File: src/rtl/emulador_hcsr04.sv
// HC-SR04 ultrasonic sensor emulator: measures the trigger pulse, waits the burst time,
// then answers with an echo pulse whose width encodes a 3-digit BCD distance.
module emulador_hcsr04 #(
    parameter int LARGURA_MIN = 500,
    parameter int ATRASO      = 25000,
    parameter int R           = 2941,
    parameter int ECO_MAX     = 1900000
) (
    input  logic        clock,
    input  logic        reset,
    input  logic        trigger,
    input  logic [11:0] distancia,
    output logic        echo,
    output logic        pronto,
    output logic        erro,
    output logic [2:0]  db_estado
);

    localparam int W_LARG_MIN = $clog2(LARGURA_MIN + 1);
    localparam int W_LARG     = (W_LARG_MIN > 10) ? W_LARG_MIN : 10;
    localparam int W_ESP_MIN  = $clog2(ATRASO + 1);
    localparam int W_ESP      = (W_ESP_MIN > 1) ? W_ESP_MIN : 1;
    localparam int W_ECO_A    = $clog2(ECO_MAX + 1);
    localparam int W_ECO_B    = $clog2(400 * R + 1);
    localparam int W_ECO_AB   = (W_ECO_A > W_ECO_B) ? W_ECO_A : W_ECO_B;
    localparam int W_ECO      = (W_ECO_AB > 21) ? W_ECO_AB : 21;

    typedef enum logic [2:0] {
        INICIAL      = 3'd0,
        MEDE_TRIGGER = 3'd1,
        ESPERA       = 3'd2,
        ECO          = 3'd3,
        FIM          = 3'd4
    } estado_t;

    estado_t            estado, estado_prox;
    logic               erro_prox;
    logic               trig_s1, trig_s2, trig_ant;
    logic [2:0]         sync_ok;
    logic               sobe, desce;
    logic [W_LARG-1:0]  cont_larg;
    logic [W_ESP-1:0]   cont_esp;
    logic [W_ECO-1:0]   cont_eco;
    logic [11:0]        dist_lat;
    logic [10:0]        n_cm;
    logic               dist_ok;
    logic [W_ECO-1:0]   largura_eco;

    // sync_ok marks when each synchronizer stage holds a real sample, so a trigger
    // already high at reset release never looks like a rising edge.
    // NOTE: sequential state uses non-blocking (<=) so every flop samples pre-edge values.
    always_ff @(posedge clock or posedge reset) begin
        if (reset) begin
            trig_s1  <= 1'b0;
            trig_s2  <= 1'b0;
            trig_ant <= 1'b0;
            sync_ok  <= '0;
            sobe     <= 1'b0;
            desce    <= 1'b0;
        end else begin
            trig_s1  <= trigger;
            trig_s2  <= trig_s1;
            trig_ant <= trig_s2;
            sync_ok  <= {sync_ok[1:0], 1'b1};
            sobe     <= sync_ok[2] &  trig_s2 & ~trig_ant;
            desce    <= sync_ok[2] & ~trig_s2 &  trig_ant;
        end
    end

    assign n_cm = 11'(dist_lat[11:8]) * 11'd100 + 11'(dist_lat[7:4]) * 11'd10
                + 11'(dist_lat[3:0]);
    assign dist_ok = (dist_lat[11:8] <= 4'd9) && (dist_lat[7:4] <= 4'd9)
                  && (dist_lat[3:0] <= 4'd9) && (n_cm >= 11'd1) && (n_cm <= 11'd400);
    assign largura_eco = dist_ok ? W_ECO'(n_cm) * W_ECO'(R) : W_ECO'(ECO_MAX);

    always_ff @(posedge clock or posedge reset) begin
        if (reset) estado <= INICIAL;
        else       estado <= estado_prox;
    end

    // NOTE: every always_comb output gets a default first, so no path can infer a latch.
    always_comb begin
        estado_prox = estado;
        erro_prox   = 1'b0;
        case (estado)
            INICIAL:      if (sobe) estado_prox = MEDE_TRIGGER;
            MEDE_TRIGGER: if (desce) begin
                if (cont_larg >= W_LARG'(LARGURA_MIN)) begin
                    estado_prox = ESPERA;
                end else begin
                    estado_prox = INICIAL;
                    erro_prox   = 1'b1;
                end
            end
            ESPERA:       if (cont_esp >= W_ESP'(ATRASO)) estado_prox = ECO;
            ECO:          if (cont_eco >= largura_eco) estado_prox = FIM;
            FIM:          estado_prox = INICIAL;
            default:      estado_prox = INICIAL;
        endcase
    end

    // Counters start at 1 on entry so each compares directly against its target width.
    always_ff @(posedge clock or posedge reset) begin
        if (reset) begin
            cont_larg <= '0;
            cont_esp  <= '0;
            cont_eco  <= '0;
            dist_lat  <= '0;
        end else begin
            case (estado)
                INICIAL: cont_larg <= W_LARG'(1);
                MEDE_TRIGGER: begin
                    if (!desce && cont_larg < W_LARG'(LARGURA_MIN))
                        cont_larg <= cont_larg + W_LARG'(1);
                    if (estado_prox == ESPERA) begin
                        dist_lat <= distancia;
                        cont_esp <= W_ESP'(1);
                    end
                end
                ESPERA: begin
                    if (estado_prox == ECO) cont_eco <= W_ECO'(1);
                    else                    cont_esp <= cont_esp + W_ESP'(1);
                end
                ECO:     if (estado_prox == ECO) cont_eco <= cont_eco + W_ECO'(1);
                default: ;
            endcase
        end
    end

    // Outputs are registered copies of the next state: no input reaches them combinationally.
    always_ff @(posedge clock or posedge reset) begin
        if (reset) begin
            echo   <= 1'b0;
            pronto <= 1'b0;
            erro   <= 1'b0;
        end else begin
            echo   <= (estado_prox == ECO);
            pronto <= (estado_prox == FIM);
            erro   <= erro_prox;
        end
    end

    assign db_estado = estado;

endmodule

File: config.mk
export PLATFORM = sky130hd
export DESIGN_NAME = emulador_hcsr04
export DESIGN_NICKNAME = d
export VERILOG_FILES = /design/src/rtl/emulador_hcsr04.sv
export SDC_FILE = /design/constraint.sdc
export NUM_CORES = 1
export LEC_CHECK = 0
export BUFFER_PORTS_ARGS = -buffer_cell sky130_fd_sc_hd__buf_2
export CAP_MARGIN = 10
export CORE_MARGIN = 4
export CORE_UTILIZATION = 40
export CTS_BUF_LIST = sky130_fd_sc_hd__clkbuf_4 sky130_fd_sc_hd__clkbuf_8
export CTS_CLUSTER_DIAMETER = 40
export DETAILED_ROUTE_END_ITERATION = 8
export PLACE_DENSITY = 0.55
export SYNTH_ARGS = -nofsm -noshare
export SYNTH_HDL_FRONTEND = slang
export SYNTH_SLANG_ARGS = --single-unit
File: constraint.sdc
create_clock -name clock -period 11.2 [get_ports clock]
set_input_delay 2.24 -clock clock [delete_from_list [all_inputs] [get_ports clock]]
set_output_delay 2.24 -clock clock [all_outputs]
set_load 0.05 [all_outputs]
=== Yosys cells after proc, flatten, opt, wreduce, memory -nomap -nowiden ===
Cells that the tools add are included.

* Bits in latches: 0
* ROM bits: 0
* Register bits after elaboration: 72
* Memory bits (writable): 0
* Memories kept: 0
* Logic and storage cells: 80
* Bits of input ports: 15

* Multipliers: 3
* $add $sub $neg: 5
* Bitwise operators: 6
* Div/mod/pow operators: 0
* Multiplexer cells: 18
* Magnitude comparators: 9
* Shift-type cells: 0
* Reductions and logical operators: 14
* Equal/unequal tests: 11

{| class="wikitable"
|+ Operators with widths
! operator !! count
|-
| $mux 21 || 3
|-
| $pmux 21 s2 || 1
|-
| $mux 15 || 2
|-
| $pmux 15 s2 || 1
|-
| $add 21x1->21 const B || 1
|-
| $ge 21x21->1 || 1
|-
| $mul 11x12->21 const B || 1
|-
| $pmux 10 s2 || 1
|-
| $add 15x1->15 const B || 1
|-
| $ge 15x15->1 const B || 1
|-
| $eq 3x2->1 const B || 4
|-
| $le 4x4->1 const B || 3
|-
| $mux 3 || 4
|-
| $pmux 3 s4 || 1
|-
| $add 11x4->11 || 1
|-
| $add 11x8->11 || 1
|-
| $ge 11x1->1 const B || 1
|-
| $le 11x9->1 const B || 1
|-
| $add 10x1->10 const B || 1
|-
| $ge 10x9->1 const B || 1
|-
| $lt 10x9->1 const B || 1
|-
| $mux 10 || 1
|-
| $ne 2x2->1 const B || 5
|-
| $mul 4x5->9 const B || 1
|-
| 13 further kinds || 27
|}

=== Depth between registers and ports, before layout ===
Gate-level depths: netlist (run 1).

* Depth after elaboration: 13
* Gate-level depth with buffers: 39
* Depth with buffers taken out: 39

=== Worst setup path after synthesis (run 1) ===
No wires, ideal clock.

* Path type: reg-to-reg
* Start point: register dist_lat[5]
* End point: register cont_eco[7]
* Data arrival time: 9.168 ns
* Cell stages (with the launch flop): 33
* Slack: 1.913 ns
* Required time: 11.081 ns
* Buffers on the path: 0
* Cell sequence: dfrtp_1 > ha_1 > ha_1 > fa_1 > xor2_1 > ha_1 > ha_1 > o21ai_0 > o21bai_1 > a21oi_1 > xnor2_1 > inv_1 > fa_1 > fa_1 > inv_1 > fa_1 > fa_1 > fa_1 > ha_1 > a21oi_1 > o21ai_0 > a2111oi_0 > nor2_1 > xor2_1 > nor2_1 > ha_1 > nand4_1 > or4_1 > o32a_2 > a211oi_4 > nor4b_4 > and3_1 > o21a_1

* Longest elaborated chain between the ends: 13

{| class="wikitable"
|+ Ends and longest elaborated chain
! item !! RTL line !! source
|-
| from (decl) || 44 || <nowiki>logic [11:0] dist_lat;</nowiki>
|-
| from (signal assigned) || 116 || <nowiki>dist_lat <= distancia;</nowiki>
|-
| branches (longest 6 deep; another with $mul 11x12->21) || n/a ||
|-
| $mux 21 (*) || 74 || <nowiki>assign largura_eco = dist_ok ? W_ECO'(n_cm) * W_ECO'(R) : W_ECO'(ECO_MAX);</nowiki>
|-
| $ge 21x21->1 (*) || 96 || <nowiki>ECO: if (cont_eco >= largura_eco) estado_prox = FIM;</nowiki>
|-
| $mux 3 (*) || 96 ||
|-
| $pmux 3 s4 (*) || 85 || <nowiki>case (estado)</nowiki>
|-
| $eq 3x2->1 (*) || 121, 124 ||
|-
| $ne 2x2->1 (no source line) || n/a ||
|-
| $reduce_and 3->1 (no source line) (*) || n/a ||
|-
| to (signal assigned) || 124 || <nowiki>ECO: if (estado_prox == ECO) cont_eco <= cont_eco + W_ECO'(1);</nowiki>
|-
| to (decl) || 43 || <nowiki>logic [W_ECO-1:0] cont_eco;</nowiki>
|}

Mark *: on every way between the ends.
A chain may end at the register's enable or synchronous reset.

=== Final worst setup path (run 1) ===
* Start point: register dist_lat[5]
* End point: register cont_eco[17]

The elaborated chain is that of the path after synthesis.

==> impl_metrics.json, run 1 <==
{
  "status": "complete, no violations",
  "num-fill-cells": 1800,
  "power_switching_uw": 127,
  "wl_per_cell_um": 14.1,
  "synth_cell_types": 68,
  "dp_hpwl_um": 12300,
  "critPathKind": "flip-flop to flip-flop",
  "use_met3": 0.0143,
  "dr_total_vias": 5241,
  "max_stage_delay_ns": 0.71,
  "cpMaxStageDelayCell": "xnor2_1",
  "use_met1": 0.228,
  "hold_violations": 0,
  "dp_cells": 1044,
  "track_usage": 0.152,
  "ant_nets": 0,
  "fin_ws_ns": 0.935,
  "drc": 0,
  "top_usage_layer": "met2",
  "hold_buffers": 0,
  "cts_max_path_buffers": 2,
  "fin_util": 0.445,
  "p_clk_frac": 0.441,
  "hp-start": "sync_ok[1]",
  "yosys_warnings": 0,
  "io_buffers": 20,
  "syn_inst": 800,
  "worst-path-max-fanout": 9,
  "diodes": 0,
  "drtIter0Drc": 193,
  "die_w_um": 145,
  "fmax_mhz": 97.4,
  "worst_clock_skew_ns": 0.00868,
  "fin_crit_sh": 0.916,
  "die_h_um": 145,
  "grt_antenna_before_repair": 0,
  "num_rows": 49,
  "start_util": 0.412,
  "p_per_area_mw_per_mm2": 65.8,
  "endpoint_kind": "flip-flop",
  "crit_required_ns": 11.47,
  "peakVddDrop_uv": 151,
  "pwr-share-comb": 0.051,
  "final-setup-viol-count": 0,
  "hold_path_class": "flip-flop to flip-flop",
  "r2r_slack_ns": 0.94,
  "cts_setup_buffers": 0,
  "worstMarginPinSlew_ns": 0.884,
  "r2r_cells": 31,
  "pwr-share-seq": 0.508,
  "grt_max_degree": 73,
  "grt_pass1_vias": 5370,
  "cts.htree.levels": 3,
  "yosys_register_bits": 72,
  "ctsResizeCount": 0,
  "dr.pass1.iters": 4,
  "period_needed_ns": 10.26,
  "holdWs_ns": 0.352,
  "ys.flop_type": "dfrtp_1",
  "slew_viol_final": 0,
  "r2r_start": "dist_lat[5]",
  "seq_area_frac_synth": 0.240,
  "via_per_inst": 4.94,
  "grt-ovfl-total": 0,
  "postSynthAreaPerCell_um2": 9.37,
  "hold_path_depth": 0,
  "clkTransAtPathRegs_ns": 0.08,
  "slew_headroom": 0.407,
  "areaGrowthSynthToFinish_pct": 7.99,
  "netlist_area_mm2": 0.00750,
  "fin_cells": 1060,
  "cp-start-kind": "flip-flop",
  "crit_arrival_ns": 10.54,
  "crit_start": "dist_lat[5]",
  "drt_wl_total_um": 15000,
  "dp_slack_ns": 0.911,
  "root_buffer": "clkbuf_8",
  "routabilityCongestion": 0.805,
  "async_reset_ff_frac": 1.00,
  "dieArea_mm2": 0.0210,
  "met2_usage": 0.238,
  "cts_buffers": 9,
  "drive_gt1_frac": 0.0903,
  "nNetsFinal": 1018,
  "synth_edf_count": 0,
  "cts_sinks": 72,
  "sw_frac_of_total": 0.237,
  "clk_latency_ns": 0.35,
  "cts_tree": "yes",
  "pin_count": 21,
  "rsz0062_at_grt": "false",
  "setup-tns-final_ns": 0,
  "intPower_uw": 407,
  "grt_pass1_wl_um": 26800,
  "max_cap_viol_count": 0,
  "p_leak_uw": 0.00414,
  "synthesis.nets": 992,
  "core-area_mm2": 0.0182
}
-- cell type report --
| type | count | area (um^2) | share of cell area |
|---|---|---|---|
| sequential | 72 | 1800 | 0.222 |
| inverter | 139 | 522 | 0.0644 |
| clock buffer | 10 | 138 | 0.0170 |
| multi-input combinational | 580 | 5130 | 0.633 |
| clock inverter | 6 | 91.3 | 0.0113 |
| tap | 229 | 287 | 0.0354 |
| timing repair buffer | 24 | 130 | 0.0161 |
-- registers in the layout, indices dropped and copies added (netlist names) --
signal / flops
trig_ant: 1
sobe: 1
db_estado: 3
pronto: 1
trig_s2: 1
desce: 1
trig_s1: 1
echo: 1
dist_lat: 12
cont_eco: 21
sync_ok: 3
erro: 1
cont_larg: 10
cont_esp: 15
-- cells in the mapped netlist, drive strengths merged (2+ instances only) --
library cell,number,area share
nand2,36,0.018
o21ai,30,0.020
a211oi,4,0.0077
nor3,12,0.0080
fa,53,0.14
nand4,15,0.013
mux2i,7,0.0093
buf,3,0.0032
nor2b,6,0.0050
clkbuf,6,0.0030
and2,7,0.0060
mux2,8,0.012
dfrtp,72,0.24
nor3b,2,0.0027
nor2,74,0.037
xnor2,26,0.031
or3,7,0.0058
nor4b,2,0.0043
o21a,7,0.0070
o211ai,2,0.0020
nand3,19,0.013
xor2,19,0.022
a21oi,37,0.025
or2,8,0.0067
a2111oi,2,0.0023
or4,4,0.0045
o31ai,3,0.0030
inv,139,0.070
nand2b,9,0.0075
nand3b,2,0.0020
o21bai,4,0.0040
and3,12,0.010
a21o,12,0.012
ha,124,0.21
a31oi,4,0.0033
-- placed cells by master, fill, tap and decap left out, types with 4 or more instances in the layout --
cell / n
o21a_1: 7
a31oi_1: 4
or3_1: 7
buf_2: 20
o21ai_0: 30
nand4_1: 15
nor2_1: 74
nand3_1: 19
nor3_1: 12
inv_1: 138
nand2_1: 36
a21o_1: 12
ha_1: 124
dfrtp_1: 72
nor2b_1: 6
and2_1: 6
buf_4: 4
xor2_1: 19
or2_2: 8
clkbuf_8: 10
o21bai_1: 4
mux2_2: 8
fa_1: 53
and3_1: 10
a21oi_1: 36
nand2b_1: 9
mux2i_1: 7
xnor2_1: 25
-- routing by layer --
layer	routed length [um]	vias to the layer above
li1	-	2719
met1	7750	2482
met2	6900	29
met3	179	11
met4	140	0
met5	0	-
-- worst max-delay path: cells and delay by family, from the launching register on --
kind                       cells  cell delay [ns]
adders and majority gates     12             4.76
AOI/OAI and AO/OA             11             2.92
xor gates and xnor gates       2             0.90
and+or+nand+nor                3             0.74
DFF                            1             0.43
buffers and inverters          2             0.24
muxes                          1             0.17
-- logic make-up after synthesis --
logic type / Yosys count / synth area share
AND/OR/NAND/NOR: 219 / 0.148
adder cells (fa/ha/maj): 177 / 0.348
AO/OA/AOI/OAI: 122 / 0.110
multiplexers: 15 / 0.0214
XOR/XNOR: 46 / 0.0566
buffers and inverters: 148 / 0.0757
flip-flops: 72 / 0.240
other: 1 / 0.000500
-- per-stage QoR --
stage / total power, uW / area (um^2)
3_3_place_gp: 304 / 7870
6_report: 533 / 8100
3_5_place_dp: 304 / 7870
2_1_floorplan: 294 / 7500
4_1_cts: 541 / 8100
5_1_grt: 558 / 8100
-- final timing paths --
| path | end |
|---|---|
| worst max-delay path | cont_eco[17] |
| worst min-delay path | sync_ok[2] |
| worst max register to register | cont_eco[17] |
| worst min register to register | sync_ok[2] |
| max in group asynchronous | cont_eco[17] |
| min in group asynchronous | pronto |
-- power groups by stage --
stage          logic (uW)  clock network, uW  registers (uW)
3_5_place_dp         28.2                  0             276
2_1_floorplan        17.6                  0             277
5_1_grt              32.3                254             272
3_3_place_gp         28.3                  0             276
6_report             27.4                235             271
4_1_cts              28.6                241             271
Power figures use the tool's default switching activity.
==> run 2: changes to the inputs <==
==> constraint.sdc (replaced) <==
create_clock -name clock -period 11.2 [get_ports clock]
set_input_delay 0 -clock clock [delete_from_list [all_inputs] [get_ports clock]]
set_output_delay 0 -clock clock [all_outputs]
set_load 0.05 [all_outputs]
==> impl_metrics.json, run 2 (synthesis results as in run 1) <==
{
  "multi_input_area_mm2": 0.00513,
  "critPathKind": "flip-flop to flip-flop",
  "grt_antenna_before_repair": 0,
  "cts_max_path_buffers": 2,
  "io_buffers": 20,
  "crit_required_ns": 11.47,
  "regMostFlops": "cont_eco",
  "dr.pass1.iters": 4,
  "die_w_um": 145,
  "num-fill-cells": 1793,
  "final_common_cell": "inv_1",
  "cts_tree": "yes",
  "cts.htree.levels": 3,
  "p_leak_uw": 0.00420,
  "nNetsFinal": 1032,
  "root_buffer": "clkbuf_8",
  "final-setup-viol-count": 0,
  "period_needed_ns": 10.26,
  "core-area_mm2": 0.0182,
  "grt_pass1_vias": 5437,
  "clk_latency_ns": 0.35,
  "pin_count": 21,
  "fin_util": 0.452,
  "largest_reg_flops": 21,
  "die_h_um": 145,
  "hold_path_class": "input pin to flip-flop",
  "dp_hpwl_um": 12300,
  "max_stage_delay_ns": 0.70,
  "start_util": 0.412,
  "routabilityCongestion": 0.805,
  "cpMaxStageDelayCell": "xnor2_1",
  "crit_arrival_ns": 10.53,
  "ff_latch_area_mm2": 0.00180,
  "hold_violations": 0,
  "setup-tns-final_ns": 0,
  "ant_nets": 0,
  "worstMarginPinSlew_ns": 0.884,
  "num_rows": 49,
  "slew_headroom": 0.410,
  "dr_total_vias": 5284,
  "grt_pass1_wl_um": 27100,
  "p_per_area_mw_per_mm2": 65.1,
  "final_cell_mix": "inv_1 (138), ha_1 (124), nor2_1 (74)",
  "status": "complete, no violations",
  "track_usage": 0.153,
  "drive_gt1_frac": 0.0888,
  "drt_wl_total_um": 15100,
  "top_regs": "cont_eco: 21 flops, cont_esp: 15 flops, dist_lat: 12 flops",
  "slew_viol_final": 0,
  "wl_per_cell_um": 14.1,
  "fin_crit_sh": 0.916,
  "cts_buffers": 9,
  "cts_sinks": 72,
  "grt_max_degree": 73,
  "rsz0062_at_grt": "false",
  "fmax_mhz": 97.5,
  "dieArea_mm2": 0.0210,
  "areaGrowthSynthToFinish_pct": 9.86,
  "worst_clock_skew_ns": 0.00727,
  "grt-ovfl-total": 0,
  "peakVddDrop_uv": 152,
  "max_cap_viol_count": 0,
  "worst-path-max-fanout": 9,
  "drc": 0,
  "ctsResizeCount": 0,
  "drtIter0Drc": 200,
  "endpoint_kind": "flip-flop",
  "clkTransAtPathRegs_ns": 0.08,
  "via_per_inst": 4.92,
  "diodes": 0,
  "cp-start-kind": "flip-flop"
}
==> run 2: metrics by stage <==
stage	instance area (um^2)	total power (uW)	setup WS, ns	hold slack [ns]	cells
3_3_place_gp	7870	304	1.18	0.113	1044
2_1_floorplan	7500	294	1.91	0.0314	800
5_1_grt	8240	562	0.0291	0.293	1074
4_1_cts	8240	545	0.887	0.265	1074
6_report	8240	536	0.945	0.287	1074
3_5_place_dp	7870	304	0.911	0.113	1044
==> run 2: what timing repair did <==
item / CTS / global route
hold endpoints to repair: 85 / 0
hold buffers: 14 / 0
setup buffers: 0 / 0
==> run 2: area by class of cell <==
cell class	count	area share
well taps	229	0.0348
clock buffers	10	0.0167
flip-flops and latches	72	0.219
multi-input cells	580	0.623
inverters	139	0.0633
repair buffers	38	0.0328
clock inverters	6	0.0111
==> run 2: power breakdown <==
part | leakage, uW | switching [uW] | total [uW] | internal [uW]
combinational | 0.00313 | 19.2 | 31.3 | 12.0
sequential | 0.000963 | 5.25 | 271 | 266
clock | 0.000105 | 102 | 234 | 132
total | 0.00420 | 127 | 536 | 410
==> run 2: metal layers <==
| layer | GRT usage | vias up | wire length [um] |
|---|---|---|---|
| met2 | 0.242 | 27 | 6970 |
| met4 | 0.0342 | 0 | 140 |
| met3 | 0.0143 | 11 | 173 |
| li1 | - | 2746 | - |
| met5 | 0 | - | 0 |
| met1 | 0.230 | 2500 | 7810 |
==> run 2: worst paths after layout <==
path | endpoint | slack (ns) | start | depth (start not counted)
worst min register to register | sync_ok[2] | 0.35 | sync_ok[1] | 0
max in group asynchronous | dist_lat[10] | 10.17 | reset | 4
worst max-delay path | cont_eco[17] | 0.94 | dist_lat[5] | 31
min in group asynchronous | pronto | 0.47 | reset | 4
worst max register to register | cont_eco[17] | 0.94 | dist_lat[5] | 31
worst min-delay path | trig_s1 | 0.29 | trigger | 2
==> run 2: worst max-delay path, delay by kind of cell, from the launching register on <==
kind / cells / cell delay [ns]
AND/OR/NAND/NOR: 3 / 0.74
buffers and inverters: 2 / 0.24
flip-flops: 1 / 0.44
adder cells (fa/ha/maj): 12 / 4.76
multiplexers: 1 / 0.17
AO/OA/AOI/OAI: 11 / 2.92
XOR/XNOR: 2 / 0.89
==> run 3: changes to the inputs <==
- CORE_ASPECT_RATIO: not set -> 0.8
==> impl_metrics.json, run 3 (synthesis results as in run 1) <==
{
  "die_w_um": 161,
  "worst_clock_skew_ns": 0.0107,
  "fin_crit_sh": 0.890,
  "hp-start": "trigger",
  "use_met1": 0.237,
  "r2r_end": "cont_eco[17]",
  "slew_viol_final": 0,
  "post_dp_cell_area_mm2": 0.00790,
  "drc": 0,
  "root_buffer": "clkbuf_8",
  "r2r_slack_ns": 1.23,
  "endpoint_kind": "flip-flop",
  "ctsResizeCount": 0,
  "num-fill-cells": 1814,
  "core-area_mm2": 0.0183,
  "regMostFlops": "cont_eco",
  "final_cell_mix": "inv_1 (138), ha_1 (124), nor2_1 (74)",
  "setup-tns-final_ns": 0,
  "clkTransAtPathRegs_ns": 0.08,
  "areaGrowthSynthToFinish_pct": 10.4,
  "ant_nets": 0,
  "p_leak_uw": 0.00421,
  "cpMaxStageDelayCell": "a2111oi_0",
  "nNetsFinal": 1032,
  "worstMarginPinSlew_ns": 1.12,
  "num_rows": 44,
  "p_per_area_mw_per_mm2": 66.6,
  "top_regs": "cont_eco: 21 flops, cont_esp: 15 flops, dist_lat: 12 flops",
  "peakVddDrop_uv": 75.5,
  "cp-start-kind": "flip-flop",
  "max_cap_viol_count": 0,
  "crit_start": "dist_lat[5]",
  "use_met3": 0.0336,
  "dp_hpwl_um": 12500,
  "cpLargestDelayFamily": "adder cells",
  "start_util": 0.410,
  "slew_headroom": 0.250,
  "dr_total_vias": 5412,
  "met2_usage": 0.220,
  "grt_max_degree": 73,
  "cts_max_path_buffers": 2,
  "cts_sinks": 72,
  "diodes": 0,
  "final_common_cell": "inv_1",
  "dr.pass1.iters": 4,
  "status": "complete, no violations",
  "final-setup-viol-count": 0,
  "grt-ovfl-total": 0,
  "final_area_mm2": 0.00828,
  "top_usage_layer": "met1",
  "clk_latency_ns": 0.36,
  "io_buffers": 20,
  "via_per_inst": 4.93,
  "worst-path-buf-inv": 1,
  "r2r_cells": 30,
  "period_needed_ns": 9.97,
  "drive_gt1_frac": 0.0877,
  "r2r_start": "dist_lat[5]",
  "hold_path_class": "input pin to flip-flop",
  "critPathKind": "flip-flop to flip-flop",
  "dieArea_mm2": 0.0210,
  "largest_reg_flops": 21,
  "crit_required_ns": 11.48,
  "drt_wl_total_um": 15100,
  "cts_buffers": 9,
  "rsz0062_at_grt": "false",
  "holdPathEnd": "trig_s1",
  "worst-path-max-fanout": 6,
  "drtIter0Drc": 268,
  "crit_arrival_ns": 10.25,
  "die_h_um": 130,
  "grt_pass1_vias": 5266,
  "track_usage": 0.152,
  "fin_util": 0.453,
  "wl_per_cell_um": 13.7,
  "hold_violations": 0,
  "cts.htree.levels": 3,
  "routabilityCongestion": 0.858,
  "max_stage_delay_ns": 0.65,
  "hold_path_depth": 2,
  "cts_tree": "yes",
  "grt_antenna_before_repair": 0,
  "pin_count": 21,
  "grt_pass1_wl_um": 26200,
  "fmax_mhz": 100
}
==> run 3: changes by cell type in the layout (fill, tap and decap cells not counted) <==
cell        previous run  this run
bufinv_16              2         3
inv_6                  1         2
clkbuf_8              10         9
clkinvlp_4             3         1
==> run 3: cell type report <==
type / count / area (um^2) / share of cell area
clock inverter: 6 / 115 / 0.0139
tap: 253 / 317 / 0.0382
sequential: 72 / 1800 / 0.218
timing repair buffer: 38 / 270 / 0.0326
multi-input combinational: 580 / 5130 / 0.620
inverter: 139 / 522 / 0.0630
clock buffer: 9 / 124 / 0.0150
==> run 3: worst max-delay path by stage <==
stage,to,slack [ns],cells after the start
after floorplan,cont_eco[7],1.91,32
after global placement,cont_eco[9],1.38,31
after detailed placement,cont_eco[17],1.25,30
after CTS,cont_eco[17],1.18,30
after global routing,cont_eco[20],0.53,34
final,cont_eco[17],1.23,30
==> run 3: what timing repair did <==
action                                 CTS  global route
endpoints found under the hold margin   85             0
buffers inserted                         0             0
hold buffers                            14             0
==> run 3: stage by stage <==
| stage | power [uW] | setup slack [ns] | instances | hold slack, ns |
|---|---|---|---|---|
| 3_3_place_gp | 304 | 1.38 | 1068 | 0.110 |
| 6_report | 551 | 1.23 | 1097 | 0.280 |
| 2_1_floorplan | 294 | 1.91 | 800 | 0.0314 |
| 5_1_grt | 574 | 0.529 | 1097 | 0.285 |
| 3_5_place_dp | 303 | 1.25 | 1068 | 0.110 |
| 4_1_cts | 561 | 1.18 | 1097 | 0.255 |
==> run 3: metal layers <==
| metal | routed length, um | part of all wire |
|---|---|---|
| met2 | 6080 | 0.40 |
| met3 | 620 | 0.041 |
| met5 | 0 | 0 |
| met4 | 90 | 0.0060 |
| met1 | 8270 | 0.55 |
==> run 3: where the power goes <==
group | switching [uW] | internal, uW | total (uW)
registers | 4.95 | 266 | 271
logic | 19.4 | 11.4 | 30.8
clock network | 102 | 148 | 250
total | 126 | 425 | 551
==> run 3: worst register-to-register path, delay by kind of cell (launching register included) <==
family	cells	cell delay (ns)
AND/OR/NAND/NOR	3	0.74
multiplexers	1	0.18
XOR/XNOR	2	0.67
adder cells (fa/ha/maj)	12	4.77
buffers and inverters	1	0.06
AO/OA/AOI/OAI	11	3.08
flip-flops	1	0.42
